$ cat src/rtl/iob_gpio_disp_pkg.sv
// Shared definitions for the GPIO 4-digit 7-segment scan controller:
// FSM encodings, blanking constants and the hex-to-segment table.
package iob_gpio_disp_pkg;

    typedef enum logic [1:0] {
        IDLE  = 2'd0,
        BLANK = 2'd1,
        SHOW  = 2'd2
    } scan_state_e;

    localparam logic [6:0] SEG_BLANK = 7'h7F;
    localparam logic [3:0] AN_OFF    = 4'hF;

    // Active-low segments {g,f,e,d,c,b,a}, indexed by hex digit value.
    localparam logic [6:0] HEX_SEG [16] = '{
        7'h40, 7'h79, 7'h24, 7'h30, 7'h19, 7'h12, 7'h02, 7'h78,
        7'h00, 7'h10, 7'h08, 7'h03, 7'h46, 7'h21, 7'h06, 7'h0E
    };

    function automatic logic [3:0] an_select(input logic [1:0] digit);
        return ~(4'b0001 << digit);
    endfunction

endpackage

$ cat src/rtl/iob_gpio_hex2seg.sv
// Combinational hex nibble to active-low 7-segment decoder.
module iob_gpio_hex2seg
    import iob_gpio_disp_pkg::*;
(
    input  logic [3:0] nibble,
    output logic [6:0] seg
);

    assign seg = HEX_SEG[nibble];

endmodule

$ cat src/rtl/iob_gpio_disp_scan.sv
// Time-multiplexed 4-digit 7-segment scan controller with frame-aligned value commit.
// Optional leading-zero blanking is enabled by defining IOB_GPIO_DISP_LZB_EN.
module iob_gpio_disp_scan
    import iob_gpio_disp_pkg::*;
#(
    parameter int DIGIT_TICKS = 50000,
    parameter int BLANK_TICKS = 500,
    parameter int CNT_W       = 16
) (
    input  logic        clk,
    input  logic        rst,
    input  logic        en_i,
    input  logic [15:0] value_i,
    input  logic        value_valid_i,
    output logic        value_ready_o,
    output logic [3:0]  disp_an_o,
    output logic [6:0]  disp_ca_o,
    output logic        frame_o
);

    localparam logic [CNT_W-1:0] DIGIT_LAST  = CNT_W'(DIGIT_TICKS - 1);
    localparam logic [CNT_W-1:0] BLANK_LAST  = (BLANK_TICKS > 0) ? CNT_W'(BLANK_TICKS - 1) : '0;
    localparam scan_state_e      DIGIT_ENTRY = (BLANK_TICKS > 0) ? BLANK : SHOW;

    scan_state_e      state_r, state_n;
    logic [CNT_W-1:0] cnt_r, cnt_n;
    logic [1:0]       digit_r, digit_n;
    logic [15:0]      display_r, display_n;
    logic [15:0]      pend_val_r, pend_val_n;
    logic             pend_full_r, pend_full_n;
    logic             accept_s, boundary_s, commit_s;
    logic [3:0]       nibble_s;
    logic [6:0]       seg_s;
    logic             lead_zero_s;
    logic [3:0]       an_n;
    logic [6:0]       ca_n;

    assign accept_s   = value_valid_i && value_ready_o;
    assign boundary_s = en_i && (state_r == SHOW) && (digit_r == 2'd3) && (cnt_r == DIGIT_LAST);
    // Commits happen only at a frame boundary or while idle, so a frame never tears.
    assign commit_s   = pend_full_r && ((state_r == IDLE) || boundary_s);

    // Pending buffer and display register update.
    always_comb begin
        display_n   = display_r;
        pend_val_n  = pend_val_r;
        pend_full_n = pend_full_r;
        if (commit_s) begin
            display_n   = pend_val_r;
            pend_full_n = 1'b0;
        end else if (accept_s) begin
            pend_val_n  = value_i;
            pend_full_n = 1'b1;
        end else begin
            pend_full_n = pend_full_r;
        end
    end

    // Scan FSM next-state, tick counter and digit index.
    always_comb begin
        state_n = state_r;
        cnt_n   = cnt_r;
        digit_n = digit_r;
        if (!en_i) begin
            state_n = IDLE;
            cnt_n   = '0;
            digit_n = 2'd0;
        end else begin
            case (state_r)
                IDLE: begin
                    state_n = DIGIT_ENTRY;
                    cnt_n   = '0;
                    digit_n = 2'd0;
                end
                BLANK: begin
                    if (cnt_r == BLANK_LAST) begin
                        state_n = SHOW;
                        cnt_n   = '0;
                    end else begin
                        cnt_n   = cnt_r + CNT_W'(1);
                    end
                end
                SHOW: begin
                    if (cnt_r == DIGIT_LAST) begin
                        state_n = DIGIT_ENTRY;
                        cnt_n   = '0;
                        digit_n = digit_r + 2'd1;
                    end else begin
                        cnt_n   = cnt_r + CNT_W'(1);
                    end
                end
                default: begin
                    state_n = IDLE;
                    cnt_n   = '0;
                    digit_n = 2'd0;
                end
            endcase
        end
    end

    // Decode looks ahead at the next digit and display so outputs stay aligned with the state.
    assign nibble_s = display_n[{digit_n, 2'b00} +: 4];

    iob_gpio_hex2seg u_hex2seg (
        .nibble (nibble_s),
        .seg    (seg_s)
    );

`ifdef IOB_GPIO_DISP_LZB_EN
    // Blank a digit when it and every more significant nibble are zero; digit 0 always shows.
    always_comb begin
        lead_zero_s = 1'b0;
        case (digit_n)
            2'd1:    lead_zero_s = (display_n[15:4]  == 12'h000);
            2'd2:    lead_zero_s = (display_n[15:8]  == 8'h00);
            2'd3:    lead_zero_s = (display_n[15:12] == 4'h0);
            default: lead_zero_s = 1'b0;
        endcase
    end
`else
    assign lead_zero_s = 1'b0;
`endif

    // Anode and cathode values for the cycle after the next edge.
    always_comb begin
        an_n = AN_OFF;
        ca_n = SEG_BLANK;
        if (state_n == SHOW) begin
            an_n = an_select(digit_n);
            if (lead_zero_s) begin
                ca_n = SEG_BLANK;
            end else begin
                ca_n = seg_s;
            end
        end else begin
            an_n = AN_OFF;
            ca_n = SEG_BLANK;
        end
    end

    // State, buffers and registered outputs.
    always_ff @(posedge clk or posedge rst) begin
        if (rst) begin
            state_r       <= IDLE;
            cnt_r         <= '0;
            digit_r       <= 2'd0;
            display_r     <= 16'h0000;
            pend_val_r    <= 16'h0000;
            pend_full_r   <= 1'b0;
            value_ready_o <= 1'b1;
            disp_an_o     <= AN_OFF;
            disp_ca_o     <= SEG_BLANK;
            frame_o       <= 1'b0;
        end else begin
            state_r       <= state_n;
            cnt_r         <= cnt_n;
            digit_r       <= digit_n;
            display_r     <= display_n;
            pend_val_r    <= pend_val_n;
            pend_full_r   <= pend_full_n;
            value_ready_o <= ~pend_full_n;
            disp_an_o     <= an_n;
            disp_ca_o     <= ca_n;
            frame_o       <= boundary_s;
        end
    end

endmodule

$ cat config.mk
export PLATFORM = sky130hd
export DESIGN_NAME = iob_gpio_disp_scan
export DESIGN_NICKNAME = d
export VERILOG_FILES = /design/src/rtl/iob_gpio_disp_pkg.sv /design/src/rtl/iob_gpio_hex2seg.sv /design/src/rtl/iob_gpio_disp_scan.sv
export SDC_FILE = /design/constraint.sdc
export NUM_CORES = 1
export LEC_CHECK = 0
export ABC_AREA = 1
export BUFFER_PORTS_ARGS = -buffer_cell sky130_fd_sc_hd__buf_2
export CAP_MARGIN = 20
export CORE_MARGIN = 3
export CORE_UTILIZATION = 32
export DETAILED_ROUTE_END_ITERATION = 8
export HOLD_SLACK_MARGIN = 0.08
export PLACE_DENSITY_LB_ADDON = 0.15
export SYNTH_ARGS = -nofsm -noshare
export SYNTH_HDL_FRONTEND = slang
export SYNTH_SLANG_ARGS = --single-unit
$ cat constraint.sdc
create_clock -name clk -period 2.3 [get_ports clk]
set_input_delay 0.23 -clock clk [delete_from_list [all_inputs] [get_ports clk]]
set_output_delay 0.23 -clock clk [all_outputs]
set_load 0.02 [all_outputs]
== Word level (Yosys, flattened, before mapping) ==
Memories as Yosys holds them, arrays and structs flattened.
Cells that the tools add are included.

* Input bits: 20
* Register bits: 66
* Logic and storage cells: 52
* Memory bits (read-only): 112
* Memories: 1
* Bits in writable memories: 0
* Output and inout bits: 13
* Bits in latches: 0

{| class="wikitable"
|+ Memory list
! name !! depth !! width !! read ports !! clocked after memory_dff !! wr ports !! line !! RTL
|-
| (no name shown) || 16 || 7 || 1 || 0 || 0 || iob_gpio_hex2seg.sv:9 || <nowiki>assign seg = HEX_SEG[nibble];</nowiki>
|}

* Multiplexer cells: 18
* Multipliers: 0
* Eq/ne operators: 6
* $lt $le $gt $ge: 1
* Add/subtract/negate cells: 2
* Reductions and logical operators: 8
* Bitwise logic cells: 4
* Shift operators: 2
* Div/mod/pow operators: 0

{| class="wikitable"
|+ Operators by type and width
! operator !! count
|-
| two-way mux 16 bit || 4
|-
| case mux 16 bit (2 select lines) || 1
|-
| two-way mux 7 bit || 3
|-
| adder 16 x 1 -> 16 bit (second input constant) || 1
|-
| equality test 16 bit (second input constant) || 1
|-
| equality test 16 x 9 -> 1 bit (second input constant) || 1
|-
| indexed part select 16 x 5 -> 4 bit || 1
|-
| two-way mux 2 bit || 5
|-
| equality test 2 bit (second input constant) || 3
|-
| case mux 2 bit (3 select lines) || 1
|-
| greater-or-equal comparator 5 bit (second input constant) || 1
|-
| logical AND 1 bit || 5
|-
| NOT 4 -> 5 bit || 1
|-
| two-way mux 4 bit || 1
|-
| NOT 4 bit || 1
|-
| case mux 2 bit (2 select lines) || 1
|-
| << shifter 1 x 2 -> 4 bit (first input constant) || 1
|-
| adder 2 x 1 -> 2 bit (second input constant) || 1
|-
| equality test 2 x 1 -> 1 bit (second input constant) || 1
|-
| zero test 2 bit || 1
|-
| two-way mux 1 bit || 2
|-
| NOT 1 bit || 2
|-
| AND reduction 2 bit || 1
|-
| logical OR 1 bit || 1
|}

== Depth between registers and ports, before layout ==
Gate-level depths: netlist (run 1).

* Word-level depth: 13
* Gate-level depth with buffers: 20
* Depth with buffers taken out: 20

== By module ==
From an unflattened synthesis (run 1), not the netlist that was laid out.

* Cells, all modules: 413
* Area total of the unflattened synthesis: 3373.2 um2

{| class="wikitable"
|+ By module, submodules not included
! module !! area each (um2) !! cells each !! sequential area each (um2) !! times used
|-
| iob_gpio_disp_scan || 3099.2 || 364 || 1666.6 || 1
|-
| iob_gpio_hex2seg || 274.0 || 49 || 0.0 || 1
|}

== Worst setup path after synthesis (run 1) ==
OpenSTA, ideal clock, no wires.

* Kind: flip-flop to flip-flop
* Start: reg state_r[0]
* End: reg disp_ca_o[0]
* Setup time: 0.090 ns
* Stages on the path, launching flop included: 20
* Buffers on the path: 1
* Required time: 2.210 ns
* Setup slack: -0.017 ns
* Arrival time: 2.227 ns
* Clock period less this slack: 2.317 ns
* Cells stage by stage: dfrtp_1 inv_1 ha_1 nand2_1 nor2_1 nand3_2 nand2_2 nand2_4 buf_6 nand2_2 nand2_2 nand3_2 nand2_1 nor2_4 inv_1 ha_1 inv_1 nand3_1 nand3_1 nand3_1

* Cells in the longest elaborated chain, start to end: 13
* Elaborated cells between the ends (all ways): 22
* Classes of those cells: 3 x eq/ne; 1 x shift; 10 x mux; 1 x bitwise; 6 x reduce/logical; 1 x memory

{| class="wikitable"
|+ Ends and longest elaborated chain
! item !! line !! RTL
|-
| start, declared || iob_gpio_disp_scan.sv:25 || <nowiki>scan_state_e state_r, state_n;</nowiki>
|-
| start signal, assigned || iob_gpio_disp_scan.sv:155 || <nowiki>state_r <= state_n;</nowiki>
|-
| equality test 2 bit || iob_gpio_disp_scan.sv:39 || <nowiki>assign boundary_s = en_i && (state_r == SHOW) && (digit_r == 2'd3) && (cnt_r == DIGIT_LAST);</nowiki>
|-
| logical AND 1 bit (3 in series) || iob_gpio_disp_scan.sv:39 ||
|-
| logical OR 1 bit (*) || iob_gpio_disp_scan.sv:41 || <nowiki>assign commit_s = pend_full_r && ((state_r == IDLE) || boundary_s);</nowiki>
|-
| logical AND 1 bit (*) || iob_gpio_disp_scan.sv:41 ||
|-
| two-way mux 16 bit (*) || iob_gpio_disp_scan.sv:48 || <nowiki>if (commit_s) begin</nowiki>
|-
| net display_n[1] || iob_gpio_disp_scan.sv:28 || <nowiki>logic [15:0] display_r, display_n;</nowiki>
|-
| indexed part select 16 x 5 -> 4 bit (*) || iob_gpio_disp_scan.sv:102 || <nowiki>assign nibble_s = display_n[{digit_n, 2'b00} +: 4];</nowiki>
|-
| NOT 4 -> 5 bit (implied by the code) (*) || iob_gpio_hex2seg.sv:9 ||
|-
| memory read (16 x 7 bit) (*) || -- ||
|-
| two-way mux 7 bit (implied by the code) (*) (2 in series) || iob_gpio_hex2seg.sv:9 ||
|-
| two-way mux 7 bit (*) || iob_gpio_disp_scan.sv:128 || <nowiki>if (state_n == SHOW) begin</nowiki>
|-
| net ca_n[0] || iob_gpio_disp_scan.sv:36 || <nowiki>logic [6:0] ca_n;</nowiki>
|-
| end signal, assigned || iob_gpio_disp_scan.sv:163 || <nowiki>disp_ca_o <= ca_n;</nowiki>
|-
| end, declared || iob_gpio_disp_scan.sv:17 || <nowiki>output logic [6:0] disp_ca_o,</nowiki>
|}

Mark *: on every way through the listed nets, which the timed path passes. The rest lies on a longest branch. The select of a mux whose other input is x is not followed.
A chain may end at the register's enable or synchronous reset.

== Final worst setup path (run 1) ==
* Start: reg cnt_r[0]
* End: reg disp_ca_o[3]

* Cells in the longest elaborated chain, start to end: 11
* Elaborated cells between the ends (all ways): 20
* Classes of those cells: 3 x eq/ne; 1 x shift; 11 x mux; 1 x bitwise; 3 x reduce/logical; 1 x memory

{| class="wikitable"
|+ Ends and longest elaborated chain
! item !! line !! RTL
|-
| start, declared || iob_gpio_disp_scan.sv:26 || <nowiki>logic [CNT_W-1:0] cnt_r, cnt_n;</nowiki>
|-
| start signal, assigned || iob_gpio_disp_scan.sv:156 || <nowiki>cnt_r <= cnt_n;</nowiki>
|-
| equality test 16 bit || iob_gpio_disp_scan.sv:39 ||
|-
| logical AND 1 bit || iob_gpio_disp_scan.sv:39 ||
|-
| logical OR 1 bit || iob_gpio_disp_scan.sv:41 ||
|-
| logical AND 1 bit || iob_gpio_disp_scan.sv:41 ||
|-
| two-way mux 16 bit || iob_gpio_disp_scan.sv:48 ||
|-
| net display_n[12] || iob_gpio_disp_scan.sv:28 ||
|-
| indexed part select 16 x 5 -> 4 bit || iob_gpio_disp_scan.sv:102 ||
|-
| NOT 4 -> 5 bit (implied by the code) || iob_gpio_hex2seg.sv:9 ||
|-
| memory read (16 x 7 bit) || -- ||
|-
| two-way mux 7 bit (implied by the code) (2 in series) || iob_gpio_hex2seg.sv:9 ||
|-
| two-way mux 7 bit || iob_gpio_disp_scan.sv:128 ||
|-
| net ca_n[3] || iob_gpio_disp_scan.sv:36 ||
|}

The timed path passes the listed nets, and every way through them passes these cells. The select of a mux whose other input is x is not followed.

==> results.cfg, run 1 <==
[status]
status = complete, but fails checks
failed_checks = negative setup slack

[timing]
slew_headroom_pct = 65.1
setup_violations = 1
fin_skew_ns = 0.0121
maxSlewViolCount = 0
period_minus_slack_ns = 2.31
fmax_mhz = 433
hold_violations = 0
finalWorstSetupSlack_ns = -0.00710
min_period_over_period_pct = 100
grt_setup_unrepaired = true
tightest_slew_ns = 0.523

[yosys]
ys_seq_area_share_pct = 48.1
yosys_warnings = 0
syn_inst = 380
mappedNetlistArea_sq_um = 3460
synth_edf_count = 0
async_flop_share_pct = 100
ys_types = 29
ys_seq_elements = 66
yosys-top-cells-count = nand2_1 (99), dfrtp_1 (54), nand3_1 (34)
syn-mean-instance-area_sq_um = 9.12
synthFlopType = dfrtp_1
synth_top_area_cell = dfrtp_1
yosysMostFrequentCell = nand2_1
synthTopCellsByArea = dfrtp_1 (39%), nand2_1 (11%), dfstp_2 (9.1%)
synth_top_area_share_pct = 39.0
synth_fp_nets = 412

[clock_network]
cts_sinks = 66
cts_tree = done
clockBufferDepth = 2
cts_buffers = 9
clk_latency_ns = 0.34
h-tree-depth = 3
clkSlewWorstSetupHoldPaths_ns = 0.08
clock-root-buffer = clkbuf_8

[drt]
ant_nets = 0
drt-total-wl_um = 7880
dr_total_vias = 2797
dr.pass1.iters = 4
first_iter_violations = 106
wl_per_cell_um = 12.7
via_per_inst = 4.49
drc = 0

[place]
dp_hpwl_um = 5680
port_buffers = 32
place.gp.congestion = 0.867
dp_slack_ns = -0.155

[final_layout]
drive_gt1_share_pct = 48.3
n_antenna_cell = 0
register_area_sq_um = 1670
fillerInstances = 1026
nNetsFinal = 514
area_growth_pct = 36.9
multiInputGateArea_sq_um = 1910

[critical_path]
critPathCapture = disp_ca_o[3]
r2r-end = disp_ca_o[3]
cp.required_ns = 2.58
r2r_start = cnt_r[0]
rrSetupSlack_ns = -0.007
path_class = register to register
start_kind = register
path_max_fanout = 5
endpoint_kind = register
cp-startpoint = cnt_r[0]
r2r_cells = 16
crit_arrival_ns = 2.58

[floorplan]
std_cell_rows = 37
start_util_pct = 33.3
die_h_um = 110
ios = 33
die_x_um = 110
die_area_sq_um = 12100
coreArea_sq_um = 10400

[power]
powerDensity_nw_per_um2 = 950
power_mw = 4.51
power_leakage_nw = 2.24
ir_drop_mv = 0.545

[global_routing]
antenna_found_initial = 0
grt_use_total_pct = 14.2
grt_pass1_wl_um = 13400
gr-total-overflow = 0
grt_start_max_net_pins = 31
grt_pass1_vias = 2874

[worst_hold_path]
hold_path_class = input pin to register

[job]
maxCapViolCount = 0
## layer usage
layer	global-route usage (%)	wire length, um	up-vias
met2	22.1	3710	43
met1	19.1	3760	1330
met3	3.79	302	11
li1	-	-	1413
met5	0	0	-
met4	4.54	112	0
## state kept, by name, summed over array words and instances (netlist names)
signal,flops
disp_an_o,4
state_r,2
pend_full_r,1
digit_r,2
frame_o,1
value_ready_o,1
disp_ca_o,7
cnt_r,16
display_r,16
pend_val_r,16
## report_power, final
part	leakage (nW)	total (mW)	internal (mW)	switching (mW)
Clock	0.0851	0.858	0.415	0.443
Sequential	0.816	1.62	1.47	0.155
Combinational	1.34	2.03	0.892	1.13
## worst max-delay path, cell delays in order (launching register included)
cell and delay, ns:
dfrtp_1 0.40, ha_4 0.17, nand3_4 0.07, nor2_4 0.13, nand3_2 0.11, nand2_4 0.14
nand2_8 0.09, buf_6 0.15, nand2_4 0.04, nand2_2 0.06, nand2_2 0.07, nand2_2 0.06
nor2_4 0.20, ha_4 0.23, nand2_2 0.09, nand3_1 0.09, nand3_1 0.10
## cell type report
class                      count  area share, %
timing repair buffer          96           14.6
clock inverter                 5          0.633
multi-input combinational    276           40.2
sequential                    66           35.1
tap                          136           3.59
inverter                      33           2.82
clock buffer                  11           2.98
## worst min-delay path by stage
stage | start | to | slack, ns | cells after the start
3_3_place_gp | rst | pend_val_r[3] | 0.29 | 2
3_5_place_dp | rst | pend_val_r[3] | 0.30 | 2
6_report | value_i[12] | pend_val_r[12] | 0.12 | 2
5_1_grt | value_i[12] | pend_val_r[12] | 0.1 | 2
4_1_cts | value_i[3] | pend_val_r[3] | 0.09 | 2
2_1_floorplan | value_i[0] | pend_val_r[0] | 0.38 | 1
## cell usage in the layout (no fill, tap or decap), types with 4 or more instances in the layout
master	n
nand2_1	77
dfrtp_1	54
buf_4	53
nand2_2	35
buf_2	32
nor2_1	29
nand3_1	27
inv_1	26
nand3_2	15
mux2_2	15
nand2_4	14
dfstp_2	12
clkbuf_8	10
xor2_1	9
buf_6	8
nor2_4	7
nor3_1	7
nor2_2	6
ha_4	6
nand4_1	5
ha_1	5
inv_2	4
nand3_4	4
## kinds of logic after synthesis
kind of cell,synth area share (%)
AO/OA/AOI/OAI,1.30
AND/OR/NAND/NOR,33.8
buffers and inverters,5.09
XOR/XNOR,2.53
flip-flops,48.1
adder cells (fa/ha/maj),4.33
multiplexers,4.88
## repair_timing
action	in CTS	in global routing
pin swaps	17	28
cloned	1	0
hold buffers	1	0
setup buffers	7	6
endpoints found under the hold margin	20	0
setup endpoints to repair	7	21
gates resized for setup	27	51
## per-stage QoR
step / hold WS (ns) / setup TNS (ns) / util, % / std cells / area (sq um)
final: 0.115 / -0.00710 / 45.5 / 623 / 4740
after global routing: 0.0965 / -0.949 / 45.5 / 623 / 4740
after CTS: 0.0922 / -0.0172 / 42.9 / 617 / 4470
after detailed placement: 0.300 / -0.723 / 39.7 / 592 / 4140
after global placement: 0.293 / -0.511 / 39.7 / 592 / 4140
after floorplan: 0.380 / 0 / - / 380 / 3470
No activity file was read; power rests on OpenSTA's default activity.
==> run 2: changes to the inputs <==
- RECOVER_POWER: unset -> 50
- SYNTH_HIERARCHICAL: unset -> 1
==> results.cfg, run 2 <==
[yosys]
synth_top_area_cell = dfrtp_1
yosysMostFrequentCell = nand2_1
syn-mean-instance-area_sq_um = 8.17
yosys_warnings = 6
ys_types = 32
synth_fp_nets = 446
mappedNetlistArea_sq_um = 3370
async_flop_share_pct = 100
synthTopCellsByArea = dfrtp_1 (40%), nand2_1 (17%), dfstp_2 (9.3%)
synthFlopType = dfrtp_1
syn_inst = 413
yosys-top-cells-count = nand2_1 (153), dfrtp_1 (54), nand3_1 (41)
ys_seq_elements = 66
synth_edf_count = 0
synth_top_area_share_pct = 40.1
ys_seq_area_share_pct = 49.4

[floorplan]
ios = 33
die_h_um = 109
die_area_sq_um = 11800
coreArea_sq_um = 10000
start_util_pct = 33.7
std_cell_rows = 36
die_x_um = 109

[power]
seq_power_share_pct = 36.0
power_leakage_nw = 2.37
ir_drop_mv = 0.611
power.switching_mw = 1.73
powerDensity_nw_per_um2 = 941
p_comb_share_pct = 40.9
intPower_mw = 2.75
swShare_pct = 38.6
clkPwrFrac_pct = 23.1

[critical_path]
path_max_fanout = 7
r2r_cells = 21
cp_slowest_cell = dfrtp_1
endpoint_kind = register
crit_chain = ha_2 -> nand3_2 -> nor2_4 -> nand3_2 -> nand2_4 -> nand2_8 -> buf_6 -> nand2_2 -> nand2_2 -> nand2_1 -> nand2_1 -> nand2_1 -> nand2_2 -> buf_4 -> ha_4 -> nand2_4 -> o21ai_2 -> nand2_1 -> nand2_1 -> inv_1 -> nand2_1
cp.depth = 21
cp.required_ns = 2.58
cpPeakStageDelay_ns = 0.36
crit_family = simple AND/OR/NAND/NOR gates
path_class = register to register
cp.buffers_inverters = 3
start_kind = register
cpMostUsedCell = nand2_1
crit_arrival_ns = 2.66

[global_routing]
grt_use_total_pct = 13.8
gr-total-overflow = 0
antenna_found_initial = 0
grt_start_max_net_pins = 36
grt_pass1_vias = 2843
grt_pass1_wl_um = 12800

[place]
port_buffers = 32
dp.cells = 614
dp_slack_ns = -0.0911
place.gp.congestion = 0.839
dp_hpwl_um = 5230

[final_layout]
register_area_sq_um = 1670
fillerInstances = 1005
area_growth_pct = 41.2
nNetsFinal = 562
multiInputGateArea_sq_um = 1670
n_antenna_cell = 0
drive_gt1_share_pct = 38.0
final_cell_mix = nand2_1 (135), buf_4 (58), dfrtp_1 (54)
fin_cells = 667
largestRegisters = cnt_r: 16 flops, display_r: 16 flops, pend_val_r: 16 flops
final_common_cell = nand2_1

[drt]
via_per_inst = 4.28
drt-total-wl_um = 7710
drc = 0
wl_per_cell_um = 11.6
dr.pass1.iters = 4
dr_total_vias = 2852
ant_nets = 0
first_iter_violations = 121

[timing]
period_minus_slack_ns = 2.37
slew_headroom_pct = 4.96
finalWorstSetupSlack_ns = -0.0747
setup_violations = 5
hold_violations = 0
fmax_mhz = 421
min_period_over_period_pct = 103
maxSlewViolCount = 0
fin_skew_ns = 0.0164
grt_setup_unrepaired = true
tightest_slew_ns = 1.43

[status]
failed_checks = negative setup slack
status = complete, but fails checks

[worst_hold_path]
hold_depth = 3
hold_path_class = input pin to register

[clock_network]
h-tree-depth = 3
clockBufferDepth = 2
clkSlewWorstSetupHoldPaths_ns = 0.08
clk_latency_ns = 0.35
clock-root-buffer = clkbuf_8
cts_sinks = 66
cts_buffers = 9
cts_tree = done

[job]
maxCapViolCount = 0
==> run 2: cell count changes in the layout (fill, tap and decap cells not counted), moves of 6 or more <==
cell	delta
inv_1	+6
nor2_1	-6
nand2_4	-7
dlygate4sd3_1	+14
nand2_1	+58
nor2_4	-6
mux2_2	-15
nand3_2	-6
nand3_1	+8
==> run 2: repair_timing <==
item	in CTS	in global routing
setup buffers	3	18
pin swaps	4	13
gates cloned	0	1
endpoints found under the setup margin	7	7
hold endpoints to repair	68	0
hold buffers	15	0
resized for setup	4	61
==> run 2: power groups by stage <==
stage	Combinational [mW]	Sequential, mW	Clock [mW]
finish	1.83	1.61	1.04
CTS	1.43	1.59	1.08
global placement	1.38	1.62	0
detailed placement	1.39	1.61	0
global route	2.06	1.64	1.14
floorplan	1.06	1.57	0
==> run 2: final cells by class <==
class                   instances  share of cell area [%]
flip-flops and latches         66                    35.0
clock inverters                 7                    1.76
clock buffers                   9                    2.60
repair buffers                116                    18.5
well taps                     133                    3.49
multi-input cells             293                    35.1
inverters                      43                    3.65
==> run 2: logic make-up (layout without fill, tap and decap cells) <==
kind of cell	Yosys count	after routing	share of synthesized area, %
AO/OA/AOI/OAI	10	10	1.97
buffers and inverters	54	175	6.90
flip-flops	66	66	49.4
XOR/XNOR	7	7	1.82
adder cells (fa/ha/maj)	13	13	4.82
AND/OR/NAND/NOR	263	263	35.1
==> run 2: worst reg2reg max path, stage by stage (launching register included) <==
cell and delay [ns]:
dfrtp_1 0.36, ha_2 0.19, nand3_2 0.11, nor2_4 0.11, nand3_2 0.10, nand2_4 0.17, nand2_8 0.10, buf_6 0.15
nand2_2 0.06, nand2_2 0.06, nand2_1 0.06, nand2_1 0.05, nand2_1 0.07, nand2_2 0.09, buf_4 0.15, ha_4 0.16
nand2_4 0.08, o21ai_2 0.05, nand2_1 0.07, nand2_1 0.05, inv_1 0.05, nand2_1 0.04
==> run 2: worst paths after layout <==
| path | from | to | slack [ns] |
|---|---|---|---|
| worst max-delay path | cnt_r[1] | disp_ca_o[6] | -0.07 |
| worst min-delay path | value_i[2] | pend_val_r[2] | 0.09 |
| worst max register to register | cnt_r[1] | disp_ca_o[6] | -0.07 |
| worst min register to register | display_r[2] | display_r[2] | 0.48 |
| max in group asynchronous | rst | pend_val_r[6] | 0.40 |
| min in group asynchronous | rst | pend_val_r[3] | 0.33 |
==> run 2: metrics by stage <==
step	utilization, %	power, mW	setup TNS (ns)	cell area, sq um	hold WS [ns]
3_3_place_gp	40.2	2.99	-0.267	4020	0.132
2_1_floorplan	-	2.63	0	3390	0.340
6_report	47.6	4.48	-0.256	4760	0.0946
5_1_grt	47.6	4.85	-1.49	4760	0.110
4_1_cts	44.1	4.10	-0.179	4410	0.0802
3_5_place_dp	40.2	3.01	-0.372	4020	0.134
==> run 2: routing by layer <==
metal | GRT usage (%) | up-vias | wire [um]
li1 | - | 1509 | -
met1 | 19.1 | 1282 | 3940
met2 | 21.2 | 47 | 3330
met3 | 2.96 | 14 | 279
met4 | 5.05 | 0 | 160
met5 | 0 | - | 0
